File: config.mk
export PLATFORM = sky130hd
export DESIGN_NAME = alu_op_sequencer
export DESIGN_NICKNAME = d
export VERILOG_FILES = /design/src/rtl/alu_seq_pkg.sv /design/src/rtl/alu_ref_model.sv /design/src/rtl/alu_op_sequencer.sv
export SDC_FILE = /design/constraint.sdc
export NUM_CORES = 1
export LEC_CHECK = 0
export ABC_CLOCK_PERIOD_IN_PS = 4600
export CORE_MARGIN = 5
export CORE_UTILIZATION = 50
export CTS_CLUSTER_SIZE = 28
export DETAILED_ROUTE_END_ITERATION = 6
export PLACE_DENSITY = 0.92
export SLEW_MARGIN = 20
export SYNTH_ARGS = -nofsm -noshare
export SYNTH_HDL_FRONTEND = slang
export SYNTH_SLANG_ARGS = --single-unit
File: constraint.sdc
create_clock -name clk -period 4.6 [get_ports clk]
set_input_delay 1.38 -clock clk [delete_from_list [all_inputs] [get_ports clk]]
set_output_delay 1.38 -clock clk [all_outputs]
set_load 0.02 [all_outputs]
File: src/rtl/alu_seq_pkg.sv
// rtl/alu_seq_pkg.sv - shared types and ALU reference function for alu_op_sequencer
package alu_seq_pkg;

  localparam int ALU_W = 8;

  typedef enum logic [3:0] {
    OP_ADD  = 4'd0,
    OP_SUB  = 4'd1,
    OP_MUL  = 4'd2,
    OP_DIV  = 4'd3,
    OP_LSL  = 4'd4,
    OP_LSR  = 4'd5,
    OP_ROL  = 4'd6,
    OP_ROR  = 4'd7,
    OP_AND  = 4'd8,
    OP_OR   = 4'd9,
    OP_XOR  = 4'd10,
    OP_NOR  = 4'd11,
    OP_NAND = 4'd12,
    OP_XNOR = 4'd13,
    OP_GT   = 4'd14,
    OP_EC   = 4'd15
  } alu_op_e;

  typedef enum logic [1:0] {
    S_IDLE  = 2'd0,
    S_ISSUE = 2'd1,
    S_WAIT  = 2'd2,
    S_EMIT  = 2'd3
  } seq_state_e;

  // Expected ALU result plus which fields are meaningful for this op.
  typedef struct packed {
    logic [ALU_W-1:0] data;
    logic             carry;
    logic             chk_data;
    logic             chk_carry;
  } alu_exp_t;

  function automatic alu_exp_t alu_expect(input logic [ALU_W-1:0] a,
                                          input logic [ALU_W-1:0] b,
                                          input alu_op_e          op);
    logic [ALU_W:0]     sum;
    logic [2*ALU_W-1:0] prod;
    alu_exp_t           r;
    sum         = {1'b0, a} + {1'b0, b};
    prod        = {{ALU_W{1'b0}}, a} * {{ALU_W{1'b0}}, b};
    r.data      = '0;
    r.carry     = sum[ALU_W];
    r.chk_data  = 1'b1;
    // Carry out is only architecturally defined for the add.
    r.chk_carry = (op == OP_ADD);
    case (op)
      OP_ADD:  r.data = sum[ALU_W-1:0];
      OP_SUB:  r.data = a - b;
      OP_MUL:  r.data = prod[ALU_W-1:0];
      OP_DIV: begin
        // Divide by zero has no defined result, so it is never judged.
        if (b == '0) r.chk_data = 1'b0;
        else         r.data     = a / b;
      end
      OP_LSL:  r.data = {a[ALU_W-2:0], 1'b0};
      OP_LSR:  r.data = {1'b0, a[ALU_W-1:1]};
      OP_ROL:  r.data = {a[ALU_W-2:0], a[ALU_W-1]};
      OP_ROR:  r.data = {a[0], a[ALU_W-1:1]};
      OP_AND:  r.data = a & b;
      OP_OR:   r.data = a | b;
      OP_XOR:  r.data = a ^ b;
      OP_NOR:  r.data = ~(a | b);
      OP_NAND: r.data = ~(a & b);
      OP_XNOR: r.data = ~(a ^ b);
      OP_GT:   r.data = (a > b)  ? ALU_W'(1) : '0;
      OP_EC:   r.data = (a == b) ? ALU_W'(1) : '0;
      default: r.data = '0;
    endcase
    return r;
  endfunction

endpackage

File: src/rtl/alu_ref_model.sv
// rtl/alu_ref_model.sv - combinational ALU reference, used when ALU_SEQ_SELF_CHECK_EN is defined
module alu_ref_model
  import alu_seq_pkg::*;
(
  input  logic [ALU_W-1:0] a,
  input  logic [ALU_W-1:0] b,
  input  logic [3:0]       op,
  output logic [ALU_W-1:0] exp_data,
  output logic             exp_carry,
  output logic             chk_data,
  output logic             chk_carry
);

  alu_exp_t r;

  // Evaluate the reference for the operands and opcode currently on the ALU.
  always_comb begin
    r         = alu_expect(a, b, alu_op_e'(op));
    exp_data  = r.data;
    exp_carry = r.carry;
    chk_data  = r.chk_data;
    chk_carry = r.chk_carry;
  end

endmodule

File: src/rtl/alu_op_sequencer.sv
// rtl/alu_op_sequencer.sv - sweeps opcodes 0..15 over one operand pair; ALU_SEQ_SELF_CHECK_EN adds checking
module alu_op_sequencer
  import alu_seq_pkg::*;
#(
  parameter int W         = 8,
  parameter int ALU_LAT   = 1,
  parameter int MUL_EXTRA = 1
`ifdef ALU_SEQ_SELF_CHECK_EN
  , parameter int CNT_W   = 8
`endif
) (
  input  logic             clk,
  input  logic             rst,
  input  logic             in_valid,
  output logic             in_ready,
  input  logic [W-1:0]     in_a,
  input  logic [W-1:0]     in_b,
  output logic [W-1:0]     alu_a,
  output logic [W-1:0]     alu_b,
  output logic [3:0]       alu_sel,
  input  logic [W-1:0]     alu_out,
  input  logic             alu_carry,
  output logic             res_valid,
  input  logic             res_ready,
  output logic [3:0]       res_op,
  output logic [W-1:0]     res_data,
  output logic             res_carry,
  output logic             busy,
  output logic             done
`ifdef ALU_SEQ_SELF_CHECK_EN
  , output logic           err_flag,
  output logic [CNT_W-1:0] err_count
`endif
);

  localparam int WAIT_W = 8;

  seq_state_e        state_q, state_d;
  logic [W-1:0]      a_q, a_d, b_q, b_d;
  logic [3:0]        sel_q, sel_d;
  logic [WAIT_W-1:0] cnt_q, cnt_d, cnt_load;
  logic              res_valid_q, res_valid_d;
  logic [3:0]        res_op_q, res_op_d;
  logic [W-1:0]      res_data_q, res_data_d;
  logic              res_carry_q, res_carry_d;
  logic              done_q, done_d;

  // The multiply takes longer inside the ALU, so it gets extra wait cycles.
  assign cnt_load = WAIT_W'(ALU_LAT - 1) + ((sel_q == 4'(OP_MUL)) ? WAIT_W'(MUL_EXTRA) : '0);

`ifdef ALU_SEQ_SELF_CHECK_EN
  logic             err_flag_q, err_flag_d;
  logic [CNT_W-1:0] err_count_q, err_count_d;
  logic [W-1:0]     exp_data;
  logic             exp_carry, chk_data, chk_carry, mismatch;

  alu_ref_model u_ref (
    .a         (a_q),
    .b         (b_q),
    .op        (sel_q),
    .exp_data  (exp_data),
    .exp_carry (exp_carry),
    .chk_data  (chk_data),
    .chk_carry (chk_carry)
  );

  assign mismatch = (chk_data && (alu_out != exp_data)) || (chk_carry && (alu_carry != exp_carry));
`endif

  // Next-state logic for the IDLE -> ISSUE -> WAIT -> EMIT sweep.
  always_comb begin
    state_d     = state_q;
    a_d         = a_q;
    b_d         = b_q;
    sel_d       = sel_q;
    cnt_d       = cnt_q;
    res_valid_d = res_valid_q;
    res_op_d    = res_op_q;
    res_data_d  = res_data_q;
    res_carry_d = res_carry_q;
    done_d      = 1'b0;
`ifdef ALU_SEQ_SELF_CHECK_EN
    err_flag_d  = err_flag_q;
    err_count_d = err_count_q;
`endif
    case (state_q)
      S_IDLE: begin
        if (in_valid) begin
          a_d     = in_a;
          b_d     = in_b;
          sel_d   = 4'd0;
          state_d = S_ISSUE;
        end
      end
      S_ISSUE: begin
        cnt_d   = cnt_load;
        state_d = S_WAIT;
      end
      S_WAIT: begin
        if (cnt_q == '0) begin
          res_data_d  = alu_out;
          res_carry_d = alu_carry;
          res_op_d    = sel_q;
          res_valid_d = 1'b1;
          state_d     = S_EMIT;
`ifdef ALU_SEQ_SELF_CHECK_EN
          err_flag_d  = mismatch;
`endif
        end else begin
          cnt_d = cnt_q - 1'b1;
        end
      end
      S_EMIT: begin
        if (res_ready) begin
          res_valid_d = 1'b0;
`ifdef ALU_SEQ_SELF_CHECK_EN
          err_flag_d  = 1'b0;
          if (err_flag_q && (err_count_q != '1)) err_count_d = err_count_q + 1'b1;
`endif
          if (sel_q == 4'd15) begin
            state_d = S_IDLE;
            done_d  = 1'b1;
          end else begin
            sel_d   = sel_q + 1'b1;
            state_d = S_ISSUE;
          end
        end
      end
      default: state_d = S_IDLE;
    endcase
  end

  // State and output registers; reset aborts any sweep in flight.
  always_ff @(posedge clk or posedge rst) begin
    if (rst) begin
      state_q     <= S_IDLE;
      a_q         <= '0;
      b_q         <= '0;
      sel_q       <= '0;
      cnt_q       <= '0;
      res_valid_q <= 1'b0;
      res_op_q    <= '0;
      res_data_q  <= '0;
      res_carry_q <= 1'b0;
      done_q      <= 1'b0;
`ifdef ALU_SEQ_SELF_CHECK_EN
      err_flag_q  <= 1'b0;
      err_count_q <= '0;
`endif
    end else begin
      state_q     <= state_d;
      a_q         <= a_d;
      b_q         <= b_d;
      sel_q       <= sel_d;
      cnt_q       <= cnt_d;
      res_valid_q <= res_valid_d;
      res_op_q    <= res_op_d;
      res_data_q  <= res_data_d;
      res_carry_q <= res_carry_d;
      done_q      <= done_d;
`ifdef ALU_SEQ_SELF_CHECK_EN
      err_flag_q  <= err_flag_d;
      err_count_q <= err_count_d;
`endif
    end
  end

  assign in_ready  = (state_q == S_IDLE);
  assign busy      = (state_q != S_IDLE);
  assign alu_a     = a_q;
  assign alu_b     = b_q;
  assign alu_sel   = sel_q;
  assign res_valid = res_valid_q;
  assign res_op    = res_op_q;
  assign res_data  = res_data_q;
  assign res_carry = res_carry_q;
  assign done      = done_q;
`ifdef ALU_SEQ_SELF_CHECK_EN
  assign err_flag  = err_flag_q;
  assign err_count = err_count_q;
`endif

endmodule

==> impl_metrics.yaml, run 1 <==
clock_tree:
  numCtsBuffers: 5
  ctsHoldBuffers: 0
  post_cts_resize_count: 0
  clock_tree_from_tritoncts: "built"
  total_clock_sinks: 45
  postCtsSetupRepairBufs: 0
  clkSlewWorstSetupHoldPaths_ns: 0.09
  clock_insertion_delay_worst_skew_ns: 0.30
  htreeDepth: 2
  clock-root-buffer: "sky130_fd_sc_hd__clkbuf_8"
  cts_buffer_depth: 2
critical_path:
  worstReg2RegStart: "cnt_q[0]"
  crit_path_end_kind: "output pin"
  cp_data_required_time_ns: 3.22
  critPathLaunchType: "register"
  worst_r2r_endpoint: "cnt_q[0]"
  worst-r2r-cell-count: 6
  worst-path-max-fanout: 7
  regToRegSetupSlack_ns: 2.49
  criticalPathCategory: "register to output pin"
  critPathArrivalTime_ns: 1.84
routing:
  remaining_drc_errors: 0
  ant_nets: 0
  drtIter0Drc: 96
  routed_via_count: 1775
  routed_wl_mm: 5.41
  drt_pre_antenna_iters: 5
  wl_per_cell_um: 17.1
  route.detailed.vias_per_inst: 5.62
logic_synthesis:
  syn_nets: 235
  postSynth.asyncResetShare_pct: 100
  synth.area.top_cells: "sky130_fd_sc_hd__dfrtp_1, sky130_fd_sc_hd__mux2_2, sky130_fd_sc_hd__nand2_1"
  synth.avg_cell_area_um2: 10.5
  synth_enable_flop_cells: 0
  most_used_dff_post_synth: "sky130_fd_sc_hd__dfrtp_1"
  post_synth_inst_count: 198
  synth.lib_cells_used.distinct: 38
  synth_top_cell_area_share_pct: 54.0
  synth.cells.most_frequent: "sky130_fd_sc_hd__dfrtp_1, sky130_fd_sc_hd__nand2_1, sky130_fd_sc_hd__mux2_2"
  synth_area_leader_cell: "sky130_fd_sc_hd__dfrtp_1"
  most_instantiated_library_cell_after_synthesis: "sky130_fd_sc_hd__dfrtp_1"
  synth-seq-cells: 45
  yosys_warnings: 0
  netlist_area_um2: 2090
  seq_area_frac_synth_pct: 54.0
power_and_ir_drop:
  power.internal_mw: 1.17
  seqPwrFrac_pct: 34.5
  power.clock.fraction_pct: 13.0
  p_per_area_nw_per_um2: 699
  swShare_pct: 41.5
  cellLeakagePower_nw: 1.27
  p_switching_mw: 0.832
  comb_power_share_pct: 52.5
  ir_worst_vdd_uv: 455
place:
  io_buffer_count: 65
  gp_congestion: 0.834
  detailed_place_hpwl_mm: 4.05
min_path:
  hold_start: "res_op[2]"
  whs_path_depth: 2
  hold-path-endpoint: "res_op[2]"
  worst_hold_path_type: "register to register"
timing:
  timing_hold_violations_final: 0
  timing.final.crit_share_pct: 70.0
  min_period_ns: 3.22
  grt_setup_unrepaired: "no"
  setup-violations-final: 0
  totalNegativeSetupSlack_ns: 0
  timing.hold.ws_ns: 0.474
  maxClockFrequency_mhz: 311
  max_slew.worst_pin.slew_ns: 0.700
  number_of_pins_exceeding_their_max_slew_limit_in_the_final_report: 0
  finClkSkew_ns: 0.00608
  timing.max_slew.rel_slack_pct: 53.2
floorplanning:
  core-area_um2: 4030
  floorplan.initialDensity_pct: 51.8
  die_width_um: 74.6
  floorplan.io_pins: 66
  fp.dieArea_um2: 5570
  fp.dieH_um: 74.6
  std_cell_rows: 23
cells_and_area:
  num_antenna_cells: 0
  drive_gt1_share_pct: 13.2
  areaGrowthSynthToFinish_pct: 37.4
  nNetsFinal: 302
grt:
  grt_pass1_wl_mm: 8.47
  global_route.overflow_total: 0
  antenna_found_initial: 0
  grt_start_max_net_pins: 29
  first_global_vias: 1777
  grtUsageTotal_pct: 20.5
outcome:
  status: "complete, no violations"
job:
  max-cap-violations: 0
power by group through the flow:
stage                     registers [mW]  logic [mW]  clock network (mW)
after floorplan                    0.842       0.450                   0
after global placement             0.680        1.01                   0
final                              0.691        1.05               0.261
after CTS                          0.689        1.06               0.263
after global routing               0.713        1.14               0.279
after detailed placement           0.694        1.05                   0
registers in the layout, indices dropped and copies added (netlist names):
| signal | cells |
|---|---|
| res_data | 8 |
| state_q | 2 |
| res_op | 4 |
| done | 1 |
| cnt_q | 8 |
| alu_b | 8 |
| res_carry | 1 |
| res_valid | 1 |
| alu_a | 8 |
| alu_sel | 4 |
stage by stage:
step	instance area, um^2	instances	power (mW)	utilization [%]	setup WS, ns
3_5_place_dp	2770	308	1.74	68.8	1.64
3_3_place_gp	2770	308	1.69	68.8	1.69
6_report	2870	316	2.00	71.1	1.38
4_1_cts	2870	316	2.01	71.1	1.38
2_1_floorplan	2090	198	1.29	-	2.16
5_1_grt	2870	316	2.13	71.1	1.31
per-layer routing:
metal	global-route usage [%]	routed length, um	vias up
li1	-	-	825
met4	8.89	127	0
met3	4.86	397	11
met1	23.0	1990	851
met2	36.7	2890	88
met5	0	0	-
cells by family after synthesis:
kind of cell    after synthesis  synth area share (%)
simple gates                 75                  16.7
flops                        45                  54.0
compound gates               38                  12.4
buf+inv                      16                  3.60
mux                          16                  8.63
fa+ha+maj                     8                  4.80
area by class of cell:
class	count	area, um^2
fill	300	1160
sequential	45	1130
multi-input combinational	137	886
timing repair buffer	66	658
clock buffer	6	82.6
tap	50	62.6
inverter	10	37.5
clock inverter	2	13.8
layout by cell type, fill, tap and decap left out, types with 2 or more instances in the layout:
| cell | n |
|---|---|
| sky130_fd_sc_hd__clkdlybuf4s50_1 | 65 |
| sky130_fd_sc_hd__dfrtp_1 | 45 |
| sky130_fd_sc_hd__nand2_1 | 44 |
| sky130_fd_sc_hd__mux2_2 | 16 |
| sky130_fd_sc_hd__o21ai_0 | 11 |
| sky130_fd_sc_hd__inv_1 | 9 |
| sky130_fd_sc_hd__nor2_1 | 8 |
| sky130_fd_sc_hd__ha_1 | 8 |
| sky130_fd_sc_hd__a21oi_1 | 6 |
| sky130_fd_sc_hd__nand3_1 | 6 |
| sky130_fd_sc_hd__clkbuf_8 | 6 |
| sky130_fd_sc_hd__a31oi_1 | 3 |
| sky130_fd_sc_hd__a31o_2 | 3 |
| sky130_fd_sc_hd__o311ai_0 | 3 |
| sky130_fd_sc_hd__nor2_2 | 2 |
| sky130_fd_sc_hd__nand4_1 | 2 |
| sky130_fd_sc_hd__and4_1 | 2 |
| sky130_fd_sc_hd__nor3_1 | 2 |
| sky130_fd_sc_hd__a211oi_1 | 2 |
| sky130_fd_sc_hd__o41ai_1 | 2 |
| sky130_fd_sc_hd__and3_1 | 2 |
worst max-delay path, cell delays in order (launching register included):
cell                              delay [ns]
sky130_fd_sc_hd__dfrtp_1                0.41
sky130_fd_sc_hd__inv_1                  0.10
sky130_fd_sc_hd__ha_1                   0.28
sky130_fd_sc_hd__inv_1                  0.12
sky130_fd_sc_hd__clkdlybuf4s50_1        0.63
worst max-delay path by stage:
stage          startpoint  endpoint  slack, ns  cells after the start
3_5_place_dp     in_valid  alu_b[1]       1.64                      3
6_report       state_q[1]      busy       1.38                      4
5_1_grt        state_q[1]      busy       1.31                      4
3_3_place_gp     in_valid  alu_a[1]       1.69                      3
2_1_floorplan         rst  alu_a[0]       2.16                      1
4_1_cts        state_q[1]      busy       1.38                      4
(Power assumes the default switching activity.)
==> run 2: changes to the inputs <==
--- a/config.mk
+++ b/config.mk
@@ -5,12 +5,12 @@
 export SDC_FILE = /design/constraint.sdc
 export NUM_CORES = 1
 export LEC_CHECK = 0
-export ABC_CLOCK_PERIOD_IN_PS = 4600
+export ABC_CLOCK_PERIOD_IN_PS = 2810
 export CORE_MARGIN = 5
-export CORE_UTILIZATION = 50
+export CORE_UTILIZATION = 42
 export CTS_CLUSTER_SIZE = 28
 export DETAILED_ROUTE_END_ITERATION = 6
-export PLACE_DENSITY = 0.92
+export PLACE_DENSITY = 0.83
 export SLEW_MARGIN = 20
 export SYNTH_ARGS = -nofsm -noshare
 export SYNTH_HDL_FRONTEND = slang
==> constraint.sdc (replaced) <==
create_clock -name clk -period 2.81 [get_ports clk]
set_input_delay 0.843 -clock clk [delete_from_list [all_inputs] [get_ports clk]]
set_output_delay 0.843 -clock clk [all_outputs]
set_load 0.02 [all_outputs]
==> impl_metrics.yaml, run 2 (synthesis results as in run 1) <==
clock_tree:
  total_clock_sinks: 45
  postCtsSetupRepairBufs: 0
  numCtsBuffers: 5
  cts_buffer_depth: 2
  clkSlewWorstSetupHoldPaths_ns: 0.08
  htreeDepth: 2
  clock-root-buffer: "sky130_fd_sc_hd__clkbuf_8"
  ctsHoldBuffers: 0
  clock_tree_from_tritoncts: "built"
  clock_insertion_delay_worst_skew_ns: 0.29
  post_cts_resize_count: 0
critical_path:
  critPathArrivalTime_ns: 1.82
  criticalPathCategory: "register to output pin"
  critPathBufInv: 3
  critPathLaunchType: "register"
  largest_delay_share_family_worst_path: "buffers and inverters"
  worst-r2r-cell-count: 6
  critical-path-max-stage-delay_ns: 0.62
  critical-path-slowest-cell: "sky130_fd_sc_hd__clkdlybuf4s50_1"
  path_cells: "inv_1 > ha_1 > inv_1 > clkdlybuf4s50_1"
  crit_path_end_kind: "output pin"
  cell_depth_of_the_worst_setup_path: 4
  worst-path-max-fanout: 7
  crit_top_cell: "sky130_fd_sc_hd__inv_1"
  cp_data_required_time_ns: 1.97
timing:
  timing.final.crit_share_pct: 94.8
  grt_setup_unrepaired: "no"
  setup-violations-final: 0
  totalNegativeSetupSlack_ns: 0
  worst_setup_margin_ns: 0.145
  finClkSkew_ns: 0.00654
  max_slew.worst_pin.slew_ns: 0.582
  min_period_ns: 2.66
  timing_hold_violations_final: 0
  number_of_pins_exceeding_their_max_slew_limit_in_the_final_report: 0
  maxClockFrequency_mhz: 375
  timing.max_slew.rel_slack_pct: 61.1
min_path:
  worst_hold_path_type: "register to register"
  whs_path_depth: 2
grt:
  grt_pass1_wl_mm: 7.98
  grt_start_max_net_pins: 22
  antenna_found_initial: 0
  first_global_vias: 1726
  grtUsageTotal_pct: 15.9
  global_route.overflow_total: 0
power_and_ir_drop:
  p_switching_mw: 1.30
  power.internal_mw: 1.95
  p_per_area_nw_per_um2: 1120
  seqPwrFrac_pct: 34.4
  ir_worst_vdd_uv: 736
  swShare_pct: 40.1
  report.power.total_mw: 3.25
  cellLeakagePower_nw: 1.29
  power.clock.fraction_pct: 13.3
  comb_power_share_pct: 52.4
place:
  gp_congestion: 0.849
  io_buffer_count: 65
  detailed_place_hpwl_mm: 3.61
  placement_setup_slack_ns: 0.495
  post-place-cells: 327
  dpl-instance-area_um2: 2810
cells_and_area:
  drive_gt1_share_pct: 14.2
  num-fill-cells: 413
  areaGrowthSynthToFinish_pct: 39.3
  most_frequent_cells_in_the_layout: "sky130_fd_sc_hd__clkdlybuf4s50_1, sky130_fd_sc_hd__dfrtp_1, sky130_fd_sc_hd__nand2_1"
  commonest_non_fill_non_tap_cell_in_the_layout: "sky130_fd_sc_hd__clkdlybuf4s50_1"
  layout.area.seq_um2: 1130
  finalInstanceArea_um2: 2910
  nNetsFinal: 304
  multi_input_area_um2: 886
  final_non_filler_cells: 335
  num_antenna_cells: 0
routing:
  ant_nets: 0
  wl_per_cell_um: 14.6
  routed_via_count: 1695
  drt_pre_antenna_iters: 4
  route.detailed.vias_per_inst: 5.06
  remaining_drc_errors: 0
  routed_wl_mm: 4.90
  drtIter0Drc: 110
floorplanning:
  floorplan.io_pins: 66
  floorplan.initialDensity_pct: 43.6
  die_width_um: 80.5
  std_cell_rows: 25
  core-area_um2: 4790
  fp.dieArea_um2: 6480
  fp.dieH_um: 80.5
job:
  max-cap-violations: 0
outcome:
  status: "complete, no violations"
## run 2: worst min-delay path, stage by stage, from the launching register on
cell and delay, ns:
sky130_fd_sc_hd__dfrtp_1 0.34, sky130_fd_sc_hd__nand2_1 0.05, sky130_fd_sc_hd__nand2_1 0.05
## run 2: layout make-up
cell class | count | area share [%]
Clock inverter | 1 | 0.172
Clock buffer | 7 | 3.31
Sequential cell | 45 | 38.7
Timing Repair Buffer | 68 | 23.1
Multi-Input combinational cell | 137 | 30.5
Inverter | 10 | 1.29
Tap cell | 67 | 2.88
## run 2: power groups by stage
stage | clock (mW) | sequential, mW | combinational [mW]
finish | 0.431 | 1.12 | 1.70
global route | 0.467 | 1.16 | 1.85
CTS | 0.449 | 1.11 | 1.71
detailed placement | 0 | 1.12 | 1.71
global placement | 0 | 1.11 | 1.67
floorplan | 0 | 1.38 | 0.736
## run 2: metrics by stage
stage / util (%) / hold slack [ns]
2_1_floorplan: - / 0.467
3_3_place_gp: 58.6 / 0.448
3_5_place_dp: 58.6 / 0.456
4_1_cts: 60.8 / 0.472
5_1_grt: 60.8 / 0.494
6_report: 60.8 / 0.468
## run 2: worst paths after layout
path                       startpoint        end  slack (ns)
max in group asynchronous         rst   alu_b[4]        1.39
max reg2reg                  cnt_q[0]   cnt_q[0]        0.77
min reg2reg                 res_carry  res_carry        0.47
min                         res_carry  res_carry        0.47
max                        state_q[1]       busy        0.15
min in group asynchronous         rst   alu_a[5]        0.87
## run 2: per-layer routing
layer	track usage, %	vias up	routed length, um
met2	25.7	63	2300
met1	19.7	792	2150
met5	0	-	0
met4	6.93	0	83
met3	4.37	8	366
li1	-	832	-
==> run 3: changes to the inputs <==
--- a/config.mk
+++ b/config.mk
@@ -10,6 +10,7 @@
 export CORE_UTILIZATION = 42
 export CTS_CLUSTER_SIZE = 28
 export DETAILED_ROUTE_END_ITERATION = 6
+export GPL_ROUTABILITY_DRIVEN = 0
 export PLACE_DENSITY = 0.83
 export SLEW_MARGIN = 20
 export SYNTH_ARGS = -nofsm -noshare
==> results of run 3 <==
Same layout as run 2: the final DEF is identical, and so are final timing and power.
